[src/rtl/uart_rx.sv]
// 8N1 UART receiver with a one-entry receive register and sticky framing/overrun flags.
// Samples mid-bit relative to the synchronized falling edge of the start bit.
module uart_rx #(
  parameter int CLKS_PER_BIT = 104,
  parameter int DATA_BITS    = 8
) (
  input  logic                 clk,
  input  logic                 reset,
  input  logic                 rx,
  input  logic                 rd_en,
  input  logic                 clr_err,
  output logic [DATA_BITS-1:0] data_out,
  output logic                 data_valid,
  output logic                 framing_err,
  output logic                 overrun,
  output logic                 busy
);

  localparam int CW = $clog2(CLKS_PER_BIT);
  localparam int IW = (DATA_BITS > 1) ? $clog2(DATA_BITS) : 1;
  localparam logic [CW-1:0] HALF_M1  = CW'(CLKS_PER_BIT / 2 - 1);
  localparam logic [CW-1:0] FULL_M1  = CW'(CLKS_PER_BIT - 1);
  localparam logic [IW-1:0] LAST_IDX = IW'(DATA_BITS - 1);

  typedef enum logic [1:0] {
    S_IDLE  = 2'd0,
    S_START = 2'd1,
    S_DATA  = 2'd2,
    S_STOP  = 2'd3
  } state_t;

  state_t               state_r, state_nxt;
  logic [CW-1:0]        cnt_r, cnt_nxt;
  logic [IW-1:0]        idx_r, idx_nxt;
  logic [DATA_BITS-1:0] shift_r, shift_nxt;
  logic                 rx_meta_r, rx_sync_r, rx_prev_r;
  logic                 commit_s, ferr_s, ovr_s;

  // Two-flop synchronizer plus previous-value flop for falling-edge detection.
  always_ff @(posedge clk or posedge reset) begin
    if (reset) begin
      rx_meta_r <= 1'b1;
      rx_sync_r <= 1'b1;
      rx_prev_r <= 1'b1;
    end else begin
      rx_meta_r <= rx;
      rx_sync_r <= rx_meta_r;
      rx_prev_r <= rx_sync_r;
    end
  end

  // FSM and datapath registers.
  always_ff @(posedge clk or posedge reset) begin
    if (reset) begin
      state_r <= S_IDLE;
      cnt_r   <= {CW{1'b0}};
      idx_r   <= {IW{1'b0}};
      shift_r <= {DATA_BITS{1'b0}};
      busy    <= 1'b0;
    end else begin
      state_r <= state_nxt;
      cnt_r   <= cnt_nxt;
      idx_r   <= idx_nxt;
      shift_r <= shift_nxt;
      busy    <= (state_nxt != S_IDLE);
    end
  end

  // Next-state logic; a counter match is a sample point and restarts the count.
  always_comb begin
    state_nxt = state_r;
    cnt_nxt   = cnt_r + CW'(1);
    idx_nxt   = idx_r;
    shift_nxt = shift_r;
    commit_s  = 1'b0;
    ferr_s    = 1'b0;
    case (state_r)
      S_IDLE: begin
        cnt_nxt = {CW{1'b0}};
        if (!rx_sync_r && rx_prev_r) begin
          state_nxt = S_START;
        end else begin
          state_nxt = S_IDLE;
        end
      end
      S_START: begin
        if (cnt_r == HALF_M1) begin
          cnt_nxt = {CW{1'b0}};
          if (rx_sync_r) begin
            state_nxt = S_IDLE;
          end else begin
            state_nxt = S_DATA;
            idx_nxt   = {IW{1'b0}};
          end
        end else begin
          state_nxt = S_START;
        end
      end
      S_DATA: begin
        if (cnt_r == FULL_M1) begin
          cnt_nxt           = {CW{1'b0}};
          shift_nxt[idx_r]  = rx_sync_r;
          if (idx_r == LAST_IDX) begin
            state_nxt = S_STOP;
          end else begin
            idx_nxt = idx_r + IW'(1);
          end
        end else begin
          state_nxt = S_DATA;
        end
      end
      S_STOP: begin
        if (cnt_r == FULL_M1) begin
          cnt_nxt   = {CW{1'b0}};
          state_nxt = S_IDLE;
          if (rx_sync_r) begin
            commit_s = 1'b1;
          end else begin
            ferr_s = 1'b1;
          end
        end else begin
          state_nxt = S_STOP;
        end
      end
      default: begin
        state_nxt = S_IDLE;
        cnt_nxt   = {CW{1'b0}};
      end
    endcase
  end

  assign ovr_s = commit_s && data_valid && !rd_en;

  // Receive register: a read in the commit cycle makes room for the new byte.
  always_ff @(posedge clk or posedge reset) begin
    if (reset) begin
      data_out   <= {DATA_BITS{1'b0}};
      data_valid <= 1'b0;
    end else if (commit_s) begin
      if (!data_valid || rd_en) begin
        data_out   <= shift_r;
        data_valid <= 1'b1;
      end else begin
        data_valid <= data_valid;
      end
    end else if (rd_en) begin
      data_valid <= 1'b0;
    end else begin
      data_valid <= data_valid;
    end
  end

  // Sticky error flags; a new error wins over a simultaneous clear.
  always_ff @(posedge clk or posedge reset) begin
    if (reset) begin
      framing_err <= 1'b0;
      overrun     <= 1'b0;
    end else begin
      if (ferr_s) begin
        framing_err <= 1'b1;
      end else if (clr_err) begin
        framing_err <= 1'b0;
      end else begin
        framing_err <= framing_err;
      end
      if (ovr_s) begin
        overrun <= 1'b1;
      end else if (clr_err) begin
        overrun <= 1'b0;
      end else begin
        overrun <= overrun;
      end
    end
  end

endmodule

[config.mk]
export PLATFORM = sky130hd
export DESIGN_NAME = uart_rx
export DESIGN_NICKNAME = d
export VERILOG_FILES = /design/src/rtl/uart_rx.sv
export SDC_FILE = /design/constraint.sdc
export NUM_CORES = 1
export LEC_CHECK = 0
export CAP_MARGIN = 20
export CELL_PAD_IN_SITES_DETAIL_PLACEMENT = 0
export CELL_PAD_IN_SITES_GLOBAL_PLACEMENT = 1
export CORE_AREA = 3 3 48 83
export CTS_BUF_LIST = sky130_fd_sc_hd__clkbuf_4 sky130_fd_sc_hd__clkbuf_8
export CTS_CLUSTER_DIAMETER = 30
export DETAILED_ROUTE_END_ITERATION = 10
export DIE_AREA = 0 0 51 86
export PLACE_DENSITY = 0.79
export RECOVER_POWER = 100
export REMOVE_ABC_BUFFERS = 1
export SETUP_SLACK_MARGIN = 0.05
export SKIP_CTS_REPAIR_TIMING = 1
export SLEW_MARGIN = 10
export SYNTH_ARGS = -nofsm -noshare
export SYNTH_HDL_FRONTEND = slang
export SYNTH_SLANG_ARGS = --single-unit
[constraint.sdc]
create_clock -name clk -period 3.9 [get_ports clk]
set_input_delay 0.585 -clock clk [delete_from_list [all_inputs] [get_ports clk]]
set_output_delay 0.585 -clock clk [all_outputs]
set_load 0.02 [all_outputs]
# Yosys cells after proc, flatten, opt, wreduce, memory -nomap -nowiden
# Index checks and enable logic that the tools add are counted.
# Widths: inputs -> output; s select.
dict set report word_totals {
  regBits 35
  word_cells 76
  inputBits 5
  out_inout_bits 12
}
dict set report classes {
  addsub 2
  eq_ne 11
  mux 30
  n_reduce_logical 19
  n_lt_le_gt_ge 2
}
# operator n
set ops {}
lappend ops {{$pmux 7 s3} 1}
lappend ops {{$mux 1} 14}
lappend ops {{$mux 7} 2}
lappend ops {{$mux 3} 4}
lappend ops {{$mux 2} 5}
lappend ops {{$reduce_bool 2->1} 5}
lappend ops {{$bwmux 8} 1}
lappend ops {{$ne 2x2->1 const B} 4}
lappend ops {{$pmux 2 s4} 1}
lappend ops {{$add 7x1->7 const B} 1}
lappend ops {{$eq 7x6->1 const B} 1}
lappend ops {{$eq 7x7->1 const B} 1}
lappend ops {{$pmux 3 s2} 1}
lappend ops {{$reduce_and 2->1} 3}
lappend ops {{$reduce_and 5->1} 1}
lappend ops {{$eq 2x2->1 const B} 2}
lappend ops {{$logic_and 1x1->1} 4}
lappend ops {{$lt 3x4->1 const B} 1}
lappend ops {{$add 3x1->3 const B} 1}
lappend ops {{$demux 1 s3} 1}
lappend ops {{$eq 3x3->1 const B} 1}
lappend ops {{$ge 3x1->1 const B} 1}
lappend ops {{$logic_not 1->1} 3}
lappend ops {{$eq 2x1->1 const B} 1}
lappend ops {{4 further kinds} 4}

# Longest topological paths before layout
# Gate-level depths: netlist of run 1.
dict set report depth {
  word_depth 6
  mapped_depth 6
}

# Worst setup path before layout of run 1
# No wires, ideal clock.
dict set report synth_path {
  path_kind {flip-flop to flip-flop}
  from {register cnt_r[0]}
  to {register idx_r[0]}
  setup_slack_ns 2.114
  arrival_ns 1.661
  path_stages_with_launch 6
  required_time_ns 3.775
  n_path_buf 0
  cell_sequence {dfrtp_1 > ha_1 > or4b_4 > nor4_4 > a21oi_2 > mux2_4}
}
dict set report synth_via {
  elab_chain_len 3
}
# element line_no
set synth_rtl {}
lappend synth_rtl {{from (decl)} 33} ;# logic [CW-1:0] cnt_r, cnt_nxt;
lappend synth_rtl {{from (signal assigned)} 56} ;# cnt_r <= {CW{1'b0}};
lappend synth_rtl {{from (signal assigned)} 62} ;# cnt_r <= cnt_nxt;
lappend synth_rtl {{$eq 7x7->1 or $eq 7x6->1 (tied branches)} {100, 87}}
lappend synth_rtl {{$ne 2x2->1 (no source line)} n/a}
lappend synth_rtl {{$reduce_and 5->1 (no source line) (*)} n/a}
lappend synth_rtl {{to (signal assigned)} 57} ;# idx_r <= {IW{1'b0}};
lappend synth_rtl {{to (signal assigned)} 63} ;# idx_r <= idx_nxt;
lappend synth_rtl {{to (decl)} 34} ;# logic [IW-1:0] idx_r, idx_nxt;
# Mark *: on every way between the ends. The rest lies on a longest branch, timed or not.
# A chain may end at the register's enable or synchronous reset.

==> summary.md, run 1 <==
| Metric | Value |
|---|---|
| Status | `finished, violations left` |
| Violated checks | `max-capacitance violations, max-slew violations` |
| Yosys warns | `0` |
| Worst-Skew Late Latency | `0.28 ns` |
| Setup tns final | `0 ns` |
| Largest net degree at the start of global routing | `36` |
| Asr flop ratio synth | `100%` |
| R2r worst-path depth | `4` |
| Main area contributors after synthesis | `dfrtp_1 (50%), mux2_1 (7.1%), dfstp_2 (5.0%)` |
| Storage cell area | `880 µm²` |
| Tmin final | `2.45 ns` |
| Synth-to-layout area growth | `14.5%` |
| CP arrival | `2.49 ns` |
| Antenna diodes | `0` |
| Crit-path max FO | `35` |
| Horiz. Die Dim | `51 µm` |
| DP HPWL | `1.96 mm` |
| PD cells | `425 mW/mm²` |
| Critical path type | `in -> async` |
| Sw Ratio | `25.4%` |
| Initial Util | `46.8%` |
| Worst setup SP type | `input pin` |
| Routed wire length | `2.71 mm` |
| Cell count after synthesis | `129` |
| CTS sink count | `35` |
| Max_cap viols | `1` |
| Final GP Congestion | `0.778` |
| Synth Cell Area | `0.00159 mm²` |
| Least-Margin Pin Slew | `1.82 ns` |
| Distinct cells, synth | `37` |
| Input/output buffers | `16` |
| Layout fillers | `325` |
| Root Buffer Master | `clkbuf_8` |
| Vias | `1018` |
| CTS Buf Count | `5` |
| Final Max Slew Viols | `36` |
| Data required, critical path | `3.94 ns` |
| GRT Util Overall | `15.0%` |
| DRC viols | `0` |
| Vias in the first global route | `1067` |
| CP Cell Sequence | `dlygate4sd3_1 > inv_1 > clkbuf_1` |
| Setup WS pre-CTS | `1.55 ns` |
| Fin. Hold Viols | `0` |
| Initial antenna violation count | `0` |
| Vias/cell | `5.36` |
| LEAKAGE | `0.873 nW` |
| Final worst slack | `1.45 ns` |
| CP max stage delay | `1.30 ns` |
| Sequential area share after synthesis | `55.3%` |
| Max stage delay cell, worst path | `clkbuf_1` |
| Pre-Repair DR Iteration Count | `4` |
| NumNets Final | `153` |
| Clock network fraction of total power | `33.0%` |
| Total congestion overflow | `0` |
| FMAX | `408 MHz` |
| First-pass GRT wire length | `4.83 mm` |
| Multi-input logic area | `618 µm²` |
| H-tree levels | `2` |
| Worst hold path class | `reg -> reg` |
| Yosys top cell by area | `dfrtp_1` |
| EDFF count, synth | `0` |
| DIE HEIGHT | `86 µm` |
| VDD IR-drop max | `250 µV` |
| Reg power frac | `54.7%` |
| Synth Flop Type | `dfrtp_1` |
| Slew headroom | `-21.1%` |
| Clock skew | `0.00215 ns` |
| Share of cells above drive strength 1 | `11.0%` |
| Core outline area | `0.00340 mm²` |
| Placed cell area | `0.00177 mm²` |
| Unrepaired setup endpoints after global routing | `false` |
| Sw Pwr | `197 µW` |
| Logic pwr share | `12.3%` |
| Reg2reg start | `rx_sync_r$_DFF_PP1_` |
| Num ports | `17` |
| Synth top area share | `50.4%` |
| DRT iter0 DRCs | `20` |
| Kind of end point of the critical path | `async pin` |
| Worst Setup EP | `framing_err$_DFFE_PP0P_` |
| Post-route cell area | `0.00182 mm²` |
| Antenna Nets Post-Route | `0` |
| Wire per inst | `14.3 µm` |
| Internal power | `577 µW` |
| Worst setup startpoint | `reset` |
| #FFs+latches synth | `35` |
| Max Root-Sink Buffers | `2` |
| Critical R2R Capture | `data_out[2]$_DFFE_PP0P_` |
| Setup-failing EPs final | `0` |
| Die Area | `0.00439 mm²` |
| TritonCTS clock tree | `built` |
| Tcrit/Tclk final | `62.9%` |
| # rows | `28` |
| Reg clk slew, reported paths | `0.06 ns` |
| Reg2Reg Setup Slack | `1.67 ns` |
| Syn_area_per_cell | `12.3 µm²` |
-- worst min path at each step --
| stage | start | end | slack [ns] | cells after the start |
|---|---|---|---|---|
| floorplan | rx_meta_r$_DFF_PP1_ | rx_sync_r$_DFF_PP1_ | 0.35 | 0 |
| global placement | rx_meta_r$_DFF_PP1_ | rx_sync_r$_DFF_PP1_ | 0.35 | 0 |
| detailed placement | rx_meta_r$_DFF_PP1_ | rx_sync_r$_DFF_PP1_ | 0.35 | 0 |
| CTS | rx_meta_r$_DFF_PP1_ | rx_sync_r$_DFF_PP1_ | 0.36 | 0 |
| global route | rx_meta_r$_DFF_PP1_ | rx_sync_r$_DFF_PP1_ | 0.37 | 0 |
| finish | rx_meta_r$_DFF_PP1_ | rx_sync_r$_DFF_PP1_ | 0.36 | 0 |
-- critical path, delay by kind of cell --
kind,cells,cell delay (ns)
buf+inv,3,1.90
-- per-layer routing --
| layer | vias to the layer above | track usage [%] | part of all wire (%) |
|---|---|---|---|
| met5 | - | 0 | 0 |
| met4 | 0 | 10.3 | 3.8 |
| met3 | 11 | 4.17 | 3.0 |
| met2 | 15 | 25.6 | 55 |
| met1 | 509 | 15.3 | 39 |
| li1 | 483 | - | - |
-- power by group through the flow --
stage | Clock [mW] | Combinational [mW] | Sequential (mW)
after floorplan | 0 | 0.0825 | 0.425
after global placement | 0 | 0.105 | 0.431
after detailed placement | 0 | 0.109 | 0.432
after CTS | 0.268 | 0.110 | 0.425
after global routing | 0.283 | 0.112 | 0.428
final | 0.255 | 0.0956 | 0.423
-- per-stage QoR --
| step | total power, mW | std cells | utilization (%) | hold slack, ns |
|---|---|---|---|---|
| after floorplan | 0.508 | 121 | - | 0.345 |
| after global placement | 0.536 | 183 | 52.2 | 0.346 |
| after detailed placement | 0.541 | 183 | 52.2 | 0.347 |
| after CTS | 0.803 | 190 | 54.8 | 0.357 |
| after global routing | 0.823 | 190 | 53.6 | 0.370 |
| final | 0.774 | 190 | 53.6 | 0.361 |
-- layout make-up --
class | instances | share of cell area, %
Timing Repair Buffer | 17 | 9.00
Sequential cell | 35 | 48.3
Inverter | 4 | 0.825
Tap cell | 45 | 3.09
Clock buffer | 6 | 4.54
Clock inverter | 1 | 0.275
Multi-Input combinational cell | 82 | 34.0
-- sequential cells by signal, summed over array words and instances (netlist names) --
name / count
busy: 1
cnt_r: 7
data_out: 8
data_valid: 1
framing_err: 1
idx_r: 3
overrun: 1
rx_meta_r: 1
rx_prev_r: 1
rx_sync_r: 1
shift_r: 8
state_r: 2
-- Yosys cell counts, drive strengths merged (3+ instances only) --
| library cell | n |
|---|---|
| dfrtp | 32 |
| ha | 3 |
| nand2b | 3 |
| nand4b | 3 |
| nand3 | 6 |
| clkbuf | 5 |
| mux2 | 17 |
| inv | 4 |
| xnor2 | 3 |
| nor2 | 11 |
| nand2 | 6 |
| buf | 3 |
| nor2b | 3 |
| dfstp | 3 |
-- logic make-up after synthesis --
kind of cell,count (synthesis),synth area share (%)
xor gates and xnor gates,5,2.75
adders and majority gates,3,2.36
buffers and inverters,12,3.46
DFF,35,55.3
AOI/OAI and AO/OA,9,4.33
and+or+nand+nor,47,18.1
muxes,18,13.7
-- placed cells by master, fill, tap and decap left out, types with 3 or more instances in the layout --
master         count
inv_1              4
nand3_1            6
dfrtp_1           32
nor2_1            11
mux2_1            11
mux2_2             6
nand4b_1           3
nand2b_1           3
dlygate4sd3_1     14
xnor2_1            3
nand2_1            6
ha_1               3
nor2b_1            3
clkbuf_8           6
Note: power is estimated with default switching activity, not from simulation.
==> run 2: changes to the inputs <==
clock period = 2.4 ns   (was 3.9 ns; I/O delays follow)
==> summary.md, run 2 (same netlist as run 1, synthesis figures left out) <==
| Metric | Value |
|---|---|
| Root Buffer Master | `clkbuf_8` |
| Wire per inst | `14.6 µm` |
| Input/output buffers | `16` |
| Critical path type | `reg -> reg` |
| Crit path max-delay family | `simple AND/OR/NAND/NOR gates` |
| Setup-failing EPs final | `0` |
| Data required, critical path | `2.56 ns` |
| Final GP Congestion | `0.819` |
| Core outline area | `0.00340 mm²` |
| Fin. Hold Viols | `0` |
| Biggest regs | `data_out x8, shift_r x8, cnt_r x7` |
| Most used cells in the layout excluding fill and tap cells | `dfrtp_1 (32), dlygate4sd3_1 (14), mux2_1 (11), nor2_1 (11)` |
| Kind of end point of the critical path | `register` |
| Horiz. Die Dim | `51 µm` |
| Largest net degree at the start of global routing | `36` |
| Worst hold path class | `reg -> reg` |
| Initial Util | `46.8%` |
| Most common library cell in the layout ignoring fill and taps | `dfrtp_1` |
| DP HPWL | `2.08 mm` |
| Tmin final | `2.03 ns` |
| Status | `complete, no violations` |
| Worst setup SP type | `register` |
| Max_cap viols | `0` |
| DIE HEIGHT | `86 µm` |
| Vias/cell | `5.31` |
| FMAX | `493 MHz` |
| VDD IR-drop max | `519 µV` |
| Setup tns final | `0 ns` |
| Num ports | `17` |
| Buf+Inv Stages, Crit Path | `0` |
| Worst-Skew Late Latency | `0.29 ns` |
| Synth-to-layout area growth | `16.6%` |
| NumNets Final | `154` |
| Final Max Slew Viols | `0` |
| Vias | `1020` |
| Clock skew | `0.00758 ns` |
| Pre-Repair DR Iteration Count | `4` |
| CTS sink count | `35` |
| Reg clk slew, reported paths | `0.07 ns` |
| Final worst slack | `0.371 ns` |
| Share of cells above drive strength 1 | `12.9%` |
| LEAKAGE | `0.893 nW` |
| DRC viols | `0` |
| Slew headroom | `44.3%` |
| Unrepaired setup endpoints after global routing | `false` |
| Setup WS pre-CTS | `0.517 ns` |
| Max Root-Sink Buffers | `2` |
| DRT iter0 DRCs | `15` |
| Routed wire length | `2.81 mm` |
| Antenna diodes | `0` |
| CP max stage delay | `0.47 ns` |
| CTS Buf Count | `5` |
| # rows | `28` |
| Tcrit/Tclk final | `84.5%` |
| Total congestion overflow | `0` |
| Antenna Nets Post-Route | `0` |
| Least-Margin Pin Slew | `0.835 ns` |
| GRT Util Overall | `14.9%` |
| Crit-path max FO | `4` |
| CP Cell Sequence | `ha_1 > or4b_1 > nor4_1 > a21oi_2 > mux2_1` |
| Initial antenna violation count | `0` |
| Die Area | `0.00439 mm²` |
| TritonCTS clock tree | `built` |
| PD cells | `736 mW/mm²` |
| Max stage delay cell, worst path | `or4b_1` |
| CP arrival | `2.19 ns` |
| Vias in the first global route | `1106` |
| First-pass GRT wire length | `4.88 mm` |
| H-tree levels | `2` |
-- run 2: cell count changes in the layout (fill, tap and decap cells not counted), sizes merged --
cell	delta
buf	+1
bufinv	+1
clkbuf	-1
clkinv	+1
-- run 2: worst paths after layout --
check | start | endpoint | slack [ns] | depth (start not counted)
worst max-delay path | cnt_r[0]$_DFF_PP0_ | idx_r[0]$_DFFE_PP0P_ | 0.37 | 5
worst min-delay path | rx_meta_r$_DFF_PP1_ | rx_sync_r$_DFF_PP1_ | 0.36 | 0
worst max register to register | cnt_r[0]$_DFF_PP0_ | idx_r[0]$_DFFE_PP0P_ | 0.37 | 5
worst min register to register | rx_meta_r$_DFF_PP1_ | rx_sync_r$_DFF_PP1_ | 0.36 | 0
max in group asynchronous | reset | idx_r[0]$_DFFE_PP0P_ | 1.11 | 3
min in group asynchronous | reset | cnt_r[2]$_DFF_PP0_ | 0.76 | 3
-- run 2: worst register-to-register path: cells and delay by family, from the launching register on --
kind / cells / cell delay [ns]
compound gates: 1 / 0.09
fa+ha+maj: 1 / 0.24
flops: 1 / 0.38
mux: 1 / 0.33
simple gates: 2 / 0.87
-- run 2: cell type report --
class,instances,area (µm²)
Clock buffer,5,68.8
Clock inverter,3,43.8
Sequential cell,35,880
Tap cell,45,56.3
Inverter,4,15.0
Fill cell,316,1540
Multi-Input combinational cell,82,618
Timing Repair Buffer,18,173
-- run 2: layer usage --
layer  up-vias  track usage [%]  routed length [µm]
li1        481                -                   -
met1       516             14.1                1020
met2        16             27.8                1630
met3         7             4.17                  85
met4         0             7.60                  67
met5         -                0                   0
-- run 2: power by group --
group	leakage, nW	switching [mW]	internal (mW)
Sequential	0.464	0.0503	0.639
Combinational	0.371	0.0789	0.0738
Clock	0.0581	0.214	0.309
-- run 2: through the flow --
step           hold slack, ns  std cells  utilization [%]  cell area, µm²  power (mW)
2_1_floorplan           0.345        121                -            1550       0.825
3_3_place_gp            0.347        184             52.4            1780       0.868
3_5_place_dp            0.349        184             52.4            1780       0.876
4_1_cts                 0.361        192             55.7            1890        1.41
5_1_grt                 0.376        192             54.6            1850        1.45
6_report                0.364        192             54.6            1850        1.36
